**config.mk**
```make
export PLATFORM = sky130hd
export DESIGN_NAME = hyp_cordic_iter
export DESIGN_NICKNAME = d
export VERILOG_FILES = /design/src/rtl/cordic_pkg.sv /design/src/rtl/hyp_microrot.sv /design/src/rtl/hyp_cordic_iter.sv
export SDC_FILE = /design/constraint.sdc
export NUM_CORES = 1
export LEC_CHECK = 0
export BUFFER_PORTS_ARGS = -buffer_cell sky130_fd_sc_hd__buf_2
export CAP_MARGIN = 20
export CELL_PAD_IN_SITES_DETAIL_PLACEMENT = 2
export CELL_PAD_IN_SITES_GLOBAL_PLACEMENT = 2
export CORE_MARGIN = 4
export CORE_UTILIZATION = 38
export CTS_CLUSTER_DIAMETER = 30
export CTS_CLUSTER_SIZE = 30
export DETAILED_ROUTE_END_ITERATION = 10
export MAX_ROUTING_LAYER = met4
export PLACE_DENSITY = 0.88
export SKIP_LAST_GASP = 1
export SLEW_MARGIN = 20
export SYNTH_ARGS = -nofsm -noshare
export SYNTH_HDL_FRONTEND = slang
export SYNTH_HIERARCHICAL = 1
export SYNTH_SLANG_ARGS = --single-unit
```
**constraint.sdc**
```tcl
create_clock -name clk -period 9.2 [get_ports clk]
set_input_delay 1.84 -clock clk [delete_from_list [all_inputs] [get_ports clk]]
set_output_delay 1.84 -clock clk [all_outputs]
set_load 0.05 [all_outputs]
```
**src/rtl/cordic_pkg.sv**
```systemverilog
// Shared definitions for the hyperbolic CORDIC engine: widths, repeat indices,
// FSM states and the elaboration-time atanh table generator.
package cordic_pkg;

  localparam int I_FRA_WIDTH = 16;
  localparam int I_INT_WIDTH = 3;
  localparam int IDWIDTH     = 1 + I_INT_WIDTH + I_FRA_WIDTH;

  localparam int NREP = 3;
  localparam int REP_IDX [NREP] = '{4, 13, 40};

  typedef enum logic [1:0] {IDLE, BUSY, DONE} state_t;

  function automatic logic is_rep(input int i);
    logic r;
    r = 1'b0;
    for (int k = 0; k < NREP; k++)
      if (REP_IDX[k] == i) r = 1'b1;
    return r;
  endfunction

  function automatic int nstep(input int iter);
    int n;
    n = iter;
    for (int k = 0; k < NREP; k++)
      if (REP_IDX[k] <= iter) n = n + 1;
    return n;
  endfunction

  // atanh(2^-i) = sum x^(2k+1)/(2k+1), evaluated with 100 fraction bits, then
  // rounded to fra bits. Only ever evaluated as a constant.
  function automatic logic [63:0] atanh_lut(input int i, input int fra);
    logic [127:0] acc;
    logic [127:0] term;
    int           e;
    acc = '0;
    if (i <= 0) return '0;
    for (int k = 0; k < 64; k++) begin
      e = 100 - i * (2 * k + 1);
      if (e >= 0) begin
        term = (128'd1 << e) / 128'(2 * k + 1);
        acc  = acc + term;
      end
    end
    acc = (acc + (128'd1 << (99 - fra))) >> (100 - fra);
    return acc[63:0];
  endfunction

endpackage

```
**src/rtl/hyp_microrot.sv**
```systemverilog
// One hyperbolic micro-rotation: purely combinational, direction taken from the
// sign of the current residual angle.
module hyp_microrot
  import cordic_pkg::*;
#(
  parameter int DWIDTH    = IDWIDTH,
  parameter int FRA_WIDTH = I_FRA_WIDTH,
  parameter int IDXW      = 5
) (
  input  logic [DWIDTH-1:0] x,
  input  logic [DWIDTH-1:0] y,
  input  logic [DWIDTH-1:0] z,
  input  logic [IDXW-1:0]   idx,
  output logic [DWIDTH-1:0] xn,
  output logic [DWIDTH-1:0] yn,
  output logic [DWIDTH-1:0] zn
);

  logic [DWIDTH-1:0] lut [2**IDXW];
  logic [DWIDTH-1:0] xs;
  logic [DWIDTH-1:0] ys;
  logic              neg;

  for (genvar g = 0; g < 2**IDXW; g++) begin : g_lut
    assign lut[g] = DWIDTH'(atanh_lut(g, FRA_WIDTH));
  end

  assign xs  = DWIDTH'($signed(x) >>> idx);
  assign ys  = DWIDTH'($signed(y) >>> idx);
  assign neg = z[DWIDTH-1];

  always_comb begin
    xn = x + ys;
    yn = y + xs;
    zn = z - lut[idx];
    if (neg) begin
      xn = x - ys;
      yn = y - xs;
      zn = z + lut[idx];
    end
  end

endmodule

```
**src/rtl/hyp_cordic_iter.sv**
```systemverilog
// Iterative hyperbolic CORDIC rotator: one micro-rotation per cycle over a shared
// datapath, with repeated indices 4/13/40 and valid/ready on both sides.
module hyp_cordic_iter
  import cordic_pkg::*;
#(
  parameter int FRA_WIDTH = I_FRA_WIDTH,
  parameter int INT_WIDTH = I_INT_WIDTH,
  parameter int DWIDTH    = IDWIDTH,
  parameter int ITER      = 16
) (
  input  logic              clk,
  input  logic              rst,
  input  logic              in_valid,
  output logic              in_ready,
  input  logic [DWIDTH-1:0] Xin,
  input  logic [DWIDTH-1:0] Yin,
  input  logic [DWIDTH-1:0] Zin,
  output logic              out_valid,
  input  logic              out_ready,
  output logic [DWIDTH-1:0] Xout,
  output logic [DWIDTH-1:0] Yout,
  output logic [DWIDTH-1:0] Zout
);

  localparam int IDXW  = $clog2(ITER + 1);
  localparam int NSTEP = nstep(ITER);
  localparam int SW    = $clog2(NSTEP);

  if (DWIDTH != 1 + INT_WIDTH + FRA_WIDTH || ITER < 5 || ITER > DWIDTH - 1) begin : g_param_check
    $error("hyp_cordic_iter: inconsistent width or ITER parameters");
  end

  state_t            state;
  logic [SW-1:0]     step;
  logic [IDXW-1:0]   idx;
  logic              rep;
  logic [DWIDTH-1:0] xr;
  logic [DWIDTH-1:0] yr;
  logic [DWIDTH-1:0] zr;
  logic [DWIDTH-1:0] xn;
  logic [DWIDTH-1:0] yn;
  logic [DWIDTH-1:0] zn;

  hyp_microrot #(
    .DWIDTH   (DWIDTH),
    .FRA_WIDTH(FRA_WIDTH),
    .IDXW     (IDXW)
  ) u_microrot (
    .x  (xr),
    .y  (yr),
    .z  (zr),
    .idx(idx),
    .xn (xn),
    .yn (yn),
    .zn (zn)
  );

  // step counts micro-rotations so the end of BUSY does not depend on idx decoding
  always_ff @(posedge clk) begin
    if (rst) begin
      state     <= IDLE;
      in_ready  <= 1'b1;
      out_valid <= 1'b0;
      xr        <= '0;
      yr        <= '0;
      zr        <= '0;
      step      <= '0;
      idx       <= '0;
      rep       <= 1'b0;
    end else begin
      case (state)
        IDLE: begin
          if (in_valid && in_ready) begin
            xr       <= Xin;
            yr       <= Yin;
            zr       <= Zin;
            step     <= '0;
            idx      <= IDXW'(1);
            rep      <= 1'b0;
            in_ready <= 1'b0;
            state    <= BUSY;
          end
        end
        BUSY: begin
          xr   <= xn;
          yr   <= yn;
          zr   <= zn;
          step <= step + 1'b1;
          if (is_rep(int'(idx)) && !rep) begin
            rep <= 1'b1;
          end else begin
            idx <= idx + 1'b1;
            rep <= 1'b0;
          end
          if (step == SW'(NSTEP - 1)) begin
            out_valid <= 1'b1;
            state     <= DONE;
          end
        end
        DONE: begin
          if (out_ready) begin
            out_valid <= 1'b0;
            in_ready  <= 1'b1;
            state     <= IDLE;
          end
        end
        default: begin
          state     <= IDLE;
          in_ready  <= 1'b1;
          out_valid <= 1'b0;
        end
      endcase
    end
  end

  assign Xout = xr;
  assign Yout = yr;
  assign Zout = zr;

endmodule

```
== Yosys cells after proc, flatten, opt, wreduce, memory -nomap -nowiden ==
Memory sizes are Yosys's and may differ from the RTL's.
Cells that the tools add are included.

* Add/subtract/negate cells: 8
* Magnitude comparators: 1
* Eq/ne operators: 9
* Shift operators: 2
* Multiplexer cells: 32
* Bitwise operators: 3
* Reductions and logical operators: 10

{| class="wikitable"
|+ Operators by type and width
! operator !! number
|-
| 20-bit 2-to-1 mux || 8
|-
| 20-bit one-hot mux with 2 select lines || 3
|-
| 20-bit adder || 3
|-
| 20-bit subtractor || 3
|-
| 20-bit by 5-bit >>> shifter with 20-bit output || 2
|-
| 5-bit one-hot mux with 2 select lines || 2
|-
| 5-bit 2-to-1 mux || 3
|-
| 3-bit AND reduction || 4
|-
| 5-bit by 1-bit adder with 5-bit output, second input constant || 2
|-
| 1-bit 2-to-1 mux || 9
|-
| 2-bit inequality test, second input constant || 4
|-
| 6-bit >= comparator, second input constant || 1
|-
| 2-bit 2-to-1 mux || 3
|-
| 5-bit NOT with 6-bit output || 1
|-
| 1-bit one-hot mux with 3 select lines || 2
|-
| 2-bit one-hot mux with 3 select lines || 1
|-
| 4-bit by 5-bit equality test with 1-bit output, first input constant || 1
|-
| 5-bit equality test, first input constant || 1
|-
| 5-bit equality test, second input constant || 1
|-
| 2-bit by 1-bit equality test with 1-bit output, second input constant || 1
|-
| 2-bit equality test, second input constant || 1
|-
| 1-bit logical AND || 2
|-
| 2-bit zero test || 1
|-
| 1-bit NOT || 2
|-
| 4 further kinds || 4
|}

* Bits in registers: 75
* Bits in read-only memories: 640
* Bits of input ports: 64
* Output and inout bits: 62
* Word-level logic and storage cells: 75
* Memories kept: 1

{| class="wikitable"
|+ Memory list
! memory !! depth !! width !! read ports !! clocked after memory_dff !! wr ports !! RTL line !! source
|-
| (name not given) || 32 || 20 || 1 || 0 || 0 || hyp_microrot.sv:35 || <nowiki>zn = z - lut[idx];</nowiki>
|}

== Longest topological paths before layout ==
* Depth in word-level cells: 8
* Mapped depth: 24
* Depth with buffers taken out: 21

== Cells and area by module ==
The synthesis kept the hierarchy.

{| class="wikitable"
|+ By module, submodules not included
! module !! times used !! cells each !! area an instance (um2)
|-
| hyp_microrot || 1 || 873 || 6593.8
|-
| hyp_cordic_iter || 1 || 431 || 3532.1
|}

== Worst setup path after synthesis ==
Ideal clock, no wire load.

* Path type: reg-to-reg
* Start point: register idx[0]
* End point: register xr[18], in the netlist Xout[18]
* Arrival: 5.076 ns
* Data required time: 9.109 ns
* Path slack: 4.033 ns
* Stages on the path, launching flop included: 19
* Buffers on the path: 2
* Cell sequence: dfxtp_1 > buf_6 > mux4_2 > mux2_2 > mux4_2 > nor4_1 > and4b_1 > buf_4 > a21oi_1 > xnor2_1 > ha_1 > and3_1 > o311a_1 > nor3_1 > o41ai_1 > or4b_2 > o211ai_1 > nand2_1 > a311oi_1

* Cells in the longest elaborated chain, start to end: 4

{| class="wikitable"
|+ Ends and longest elaborated chain
! item !! RTL line !! source
|-
| start: declaration || hyp_cordic_iter.sv:35 || <nowiki>logic [IDXW-1:0] idx;</nowiki>
|-
| start signal: assignment || hyp_cordic_iter.sv:92 || <nowiki>idx <= idx + 1'b1;</nowiki>
|-
| 20-bit by 5-bit >>> shifter with 20-bit output (*) || hyp_microrot.sv:29 || <nowiki>assign ys = DWIDTH'($signed(y) >>> idx);</nowiki>
|-
| 20-bit adder or 20-bit subtractor (tied branches) || hyp_microrot.sv:33, hyp_microrot.sv:37 ||
|-
| 20-bit 2-to-1 mux (*) || hyp_microrot.sv:36 || <nowiki>if (neg) begin</nowiki>
|-
| net xn[18] || hyp_cordic_iter.sv:40 || <nowiki>logic [DWIDTH-1:0] xn;</nowiki>
|-
| 20-bit one-hot mux with 2 select lines (*) || hyp_cordic_iter.sv:71 || <nowiki>case (state)</nowiki>
|-
| end signal: assignment || hyp_cordic_iter.sv:74 || <nowiki>xr <= Xin;</nowiki>
|-
| end signal: assignment || hyp_cordic_iter.sv:85 || <nowiki>xr <= xn;</nowiki>
|-
| end: declaration || hyp_cordic_iter.sv:37 || <nowiki>logic [DWIDTH-1:0] xr;</nowiki>
|}

Mark *: on every way through the listed nets, which the timed path passes. The rest lies on a longest branch.
A chain may end at the register's enable or synchronous reset.

== Worst setup path in the final report ==
* Start point: register idx[1]
* End point: register xr[18], in the netlist Xout[18]

The elaborated chain is that of the path after synthesis.

==> flow_summary.json <==
{
  "track_usage_pct": 28.5,
  "core_mm2": 0.0261,
  "leakage_nw": 4.53,
  "die_h_um": 171,
  "io_pins": 126,
  "multi_input_area_mm2": 0.00800,
  "via_per_inst": 6.54,
  "min_path_type": "reg2reg",
  "cts_buffers": 9,
  "grt_max_degree": 72,
  "max_freq_mhz": 151,
  "cts_tree": "built",
  "power-per-cell-area_mw_per_mm2": 219,
  "clock_sinks": 75,
  "h-tree-depth": 3,
  "drv_slew": 0,
  "ctsHoldBuffers": 0,
  "ys_warn_count": 6,
  "cp.required_ns": 9.47,
  "area_delta_synth_final_pct": 9.59,
  "whs_path_depth": 2,
  "drive_above_1_share_pct": 17.8,
  "clk_pin_slew_worst_paths_ns": 0.07,
  "setup_viol": 0,
  "dpl_cell_area_mm2": 0.0108,
  "worst_skew_pair.late_latency_ns": 0.37,
  "ff2ff_path_depth": 18,
  "wire_per_inst_um": 24.3,
  "num_rows": 59,
  "gr-total-overflow": 0,
  "drc_errors": 0,
  "finalCritPeriodShare_pct": 71.7,
  "fp.dieArea_mm2": 0.0293,
  "synth_seq_area_share_pct": 14.8,
  "drt_wl_total_um": 41200,
  "ff_latch_area_mm2": 0.00151,
  "path_class": "reg2reg",
  "synth-edff-count": 0,
  "syn-cell-area_mm2": 0.0101,
  "ir_drop_uv": 78.9,
  "syn_nets": 1436,
  "relSlewSlack_pct": 26.6,
  "ant_nets": 0,
  "cp-end-kind": "flip-flop",
  "clockBufferDepth": 2,
  "tightest_slew_ns": 1.10,
  "maxCapViolCount": 0,
  "cts-root-buf": "clkbuf_16",
  "cp_max_fo": 46,
  "drt_iter0_markers": 956,
  "hold_viol": 0,
  "tns_ns": 0,
  "dp_hpwl_um": 30300,
  "cp.arrival_ns": 6.87,
  "async_reset_ff_share_pct": 0,
  "gp_congestion": 0.959,
  "netlist_instances": 1304,
  "yosysUniqueCellTypes": 93,
  "port_buffers": 125,
  "num_vias": 11100,
  "syn-mean-instance-area_um2": 7.77,
  "status": "completed",
  "die_w_um": 171,
  "grt_pass1_wl_um": 65900,
  "fin_total_pwr_mw": 2.43,
  "dr.pass1.iters": 5,
  "n_antenna_cell": 0,
  "post-cts-setup-buffers": 0,
  "rsz0062_at_grt": "false",
  "grt_pass1_vias": 11600,
  "antenna_found_initial": 0,
  "synth_flop_cell": "dfxtp_1",
  "fin_area_mm2": 0.0111,
  "postCtsResizedCells": 0,
  "post-route-min-period_ns": 6.60,
  "clock_skew_ns": 0.0102,
  "nFillCells": 3040,
  "start_kind": "flip-flop",
  "initial_core_util_pct": 38.7,
  "num-nets-final": 1489,
  "synth-seq-cells": 75,
  "reg2reg_slack_ns": 2.60
}
## final timing paths
kind                            end                    from
max reg2reg   Xout[18]$_SDFFE_PP0P_     idx[1]$_SDFFE_PP0P_
min          out_valid$_SDFFE_PP0P_  out_valid$_SDFFE_PP0P_
min reg2reg  out_valid$_SDFFE_PP0P_  out_valid$_SDFFE_PP0P_
max           Xout[18]$_SDFFE_PP0P_     idx[1]$_SDFFE_PP0P_
## area by class of cell
type                       instances  share of cell area (%)
clock buffer                      10                    2.26
clock inverter                     6                   0.440
inverter                          39                    1.32
multi-input combinational       1095                    72.0
sequential                        75                    13.6
tap                              335                    3.78
timing repair buffer             137                    6.56
## report_power, final
group          internal, mW  total [mW]  switching, mW
sequential            0.364       0.478          0.114
clock                 0.204       0.387          0.183
combinational         0.623        1.56          0.942
total                  1.19        2.43           1.24
## cells in the final DEF (no fill, tap or decap), types with 5 or more instances in the layout
master and count:
nand2_1 190, a31oi_1 9, nor2_1 96, ha_1 65, mux4_2 40, a311oi_1 66, buf_4 11, nor3b_1 8
o21bai_1 6, o21ai_0 47, buf_2 125, a221o_1 6, and3_1 9, and2_1 10, or3_1 9, o31a_1 5
o211ai_1 9, or2_2 7, nor2b_1 11, a21o_1 6, inv_1 36, a21oi_1 131, nand3_1 36, o22ai_1 6
mux2i_1 35, a22oi_1 8, xnor2_1 63, mux2_2 13, nand2b_1 20, o21a_1 15, clkbuf_16 10, o41ai_1 5
xor2_1 22, a211oi_1 9, dfxtp_1 71, nor3_1 29
## registers in the layout, indices dropped and copies added, names as in the netlist
signal / flops
state: 2
idx: 5
rep: 1
Zout: 20
in_ready: 1
Yout: 20
step: 5
out_valid: 1
Xout: 20
## metrics by stage
stage	cells	setup slack (ns)	util [%]	hold WS, ns
5_1_grt	1697	2.23	42.5	0.539
6_report	1697	2.60	42.5	0.496
3_3_place_gp	1680	3.08	41.2	0.470
3_5_place_dp	1681	2.84	41.3	0.497
4_1_cts	1697	2.73	42.5	0.507
2_1_floorplan	1304	4.03	-	0.462
## critical path, cell delays in order, from the launching register on
cell and delay, ns:
dfxtp_2 0.72, buf_4 0.57, nor2_1 0.34, a22oi_1 0.37
nand4_1 0.21, and3_1 0.30, ha_1 0.28, o21ai_0 0.43
fa_1 0.34, a21o_1 0.13, a21oi_1 0.10, o21bai_1 0.32
o311a_1 0.25, nor3_1 0.09, o41ai_1 0.95, or4b_2 0.65
o211ai_1 0.11, nand2_1 0.07, a311oi_1 0.24
## synthesized netlist by cell type (5+ instances only)
library cell	n	area share, %
xnor2_1	63	5.4
o21a_1	15	1.1
nor3_1	29	1.4
mux4_2	40	8.9
a22oi_1	8	0.59
o31a_1	5	0.43
ha_1	65	8.0
buf_1	6	0.22
buf_4	5	0.37
inv_1	36	1.3
o41ai_1	5	0.43
o21ai_0	47	2.3
xor2_1	22	1.9
dfxtp_1	75	15
a31oi_1	9	0.56
nor3b_1	8	0.59
o21bai_1	6	0.44
or2_2	7	0.43
and2_1	10	0.62
o211ai_1	9	0.67
a311oi_1	66	5.7
nor2_1	97	3.6
a21o_1	7	0.52
buf_2	33	1.6
o22ai_1	6	0.37
nor2b_1	11	0.68
and3_1	9	0.56
nand2b_1	20	1.2
nand3_1	36	1.8
buf_6	8	0.89
clkbuf_1	42	1.6
a211oi_1	9	0.67
mux2i_1	35	3.5
a21oi_1	131	6.5
a221o_1	6	0.59
or3_1	9	0.56
nand2_1	190	7.0
mux2_2	13	1.4
## cells by family after synthesis
kind of cell / synth area share [%]
xor+xnor: 7.35
mux: 14.8
buf+inv: 6.31
compound gates: 26.5
flops: 14.8
simple gates: 21.6
fa+ha+maj: 8.62
## layer usage
metal / track usage, % / vias to the layer above / part of all wire [%]
li1: - / 5001 / -
met1: 36.9 / 5603 / 44
met2: 47.2 / 421 / 48
met3: 3.79 / 76 / 5.7
met4: 7.61 / 0 / 2.4
met5: - / - / 0
Note: power is estimated with default switching activity, not from simulation.
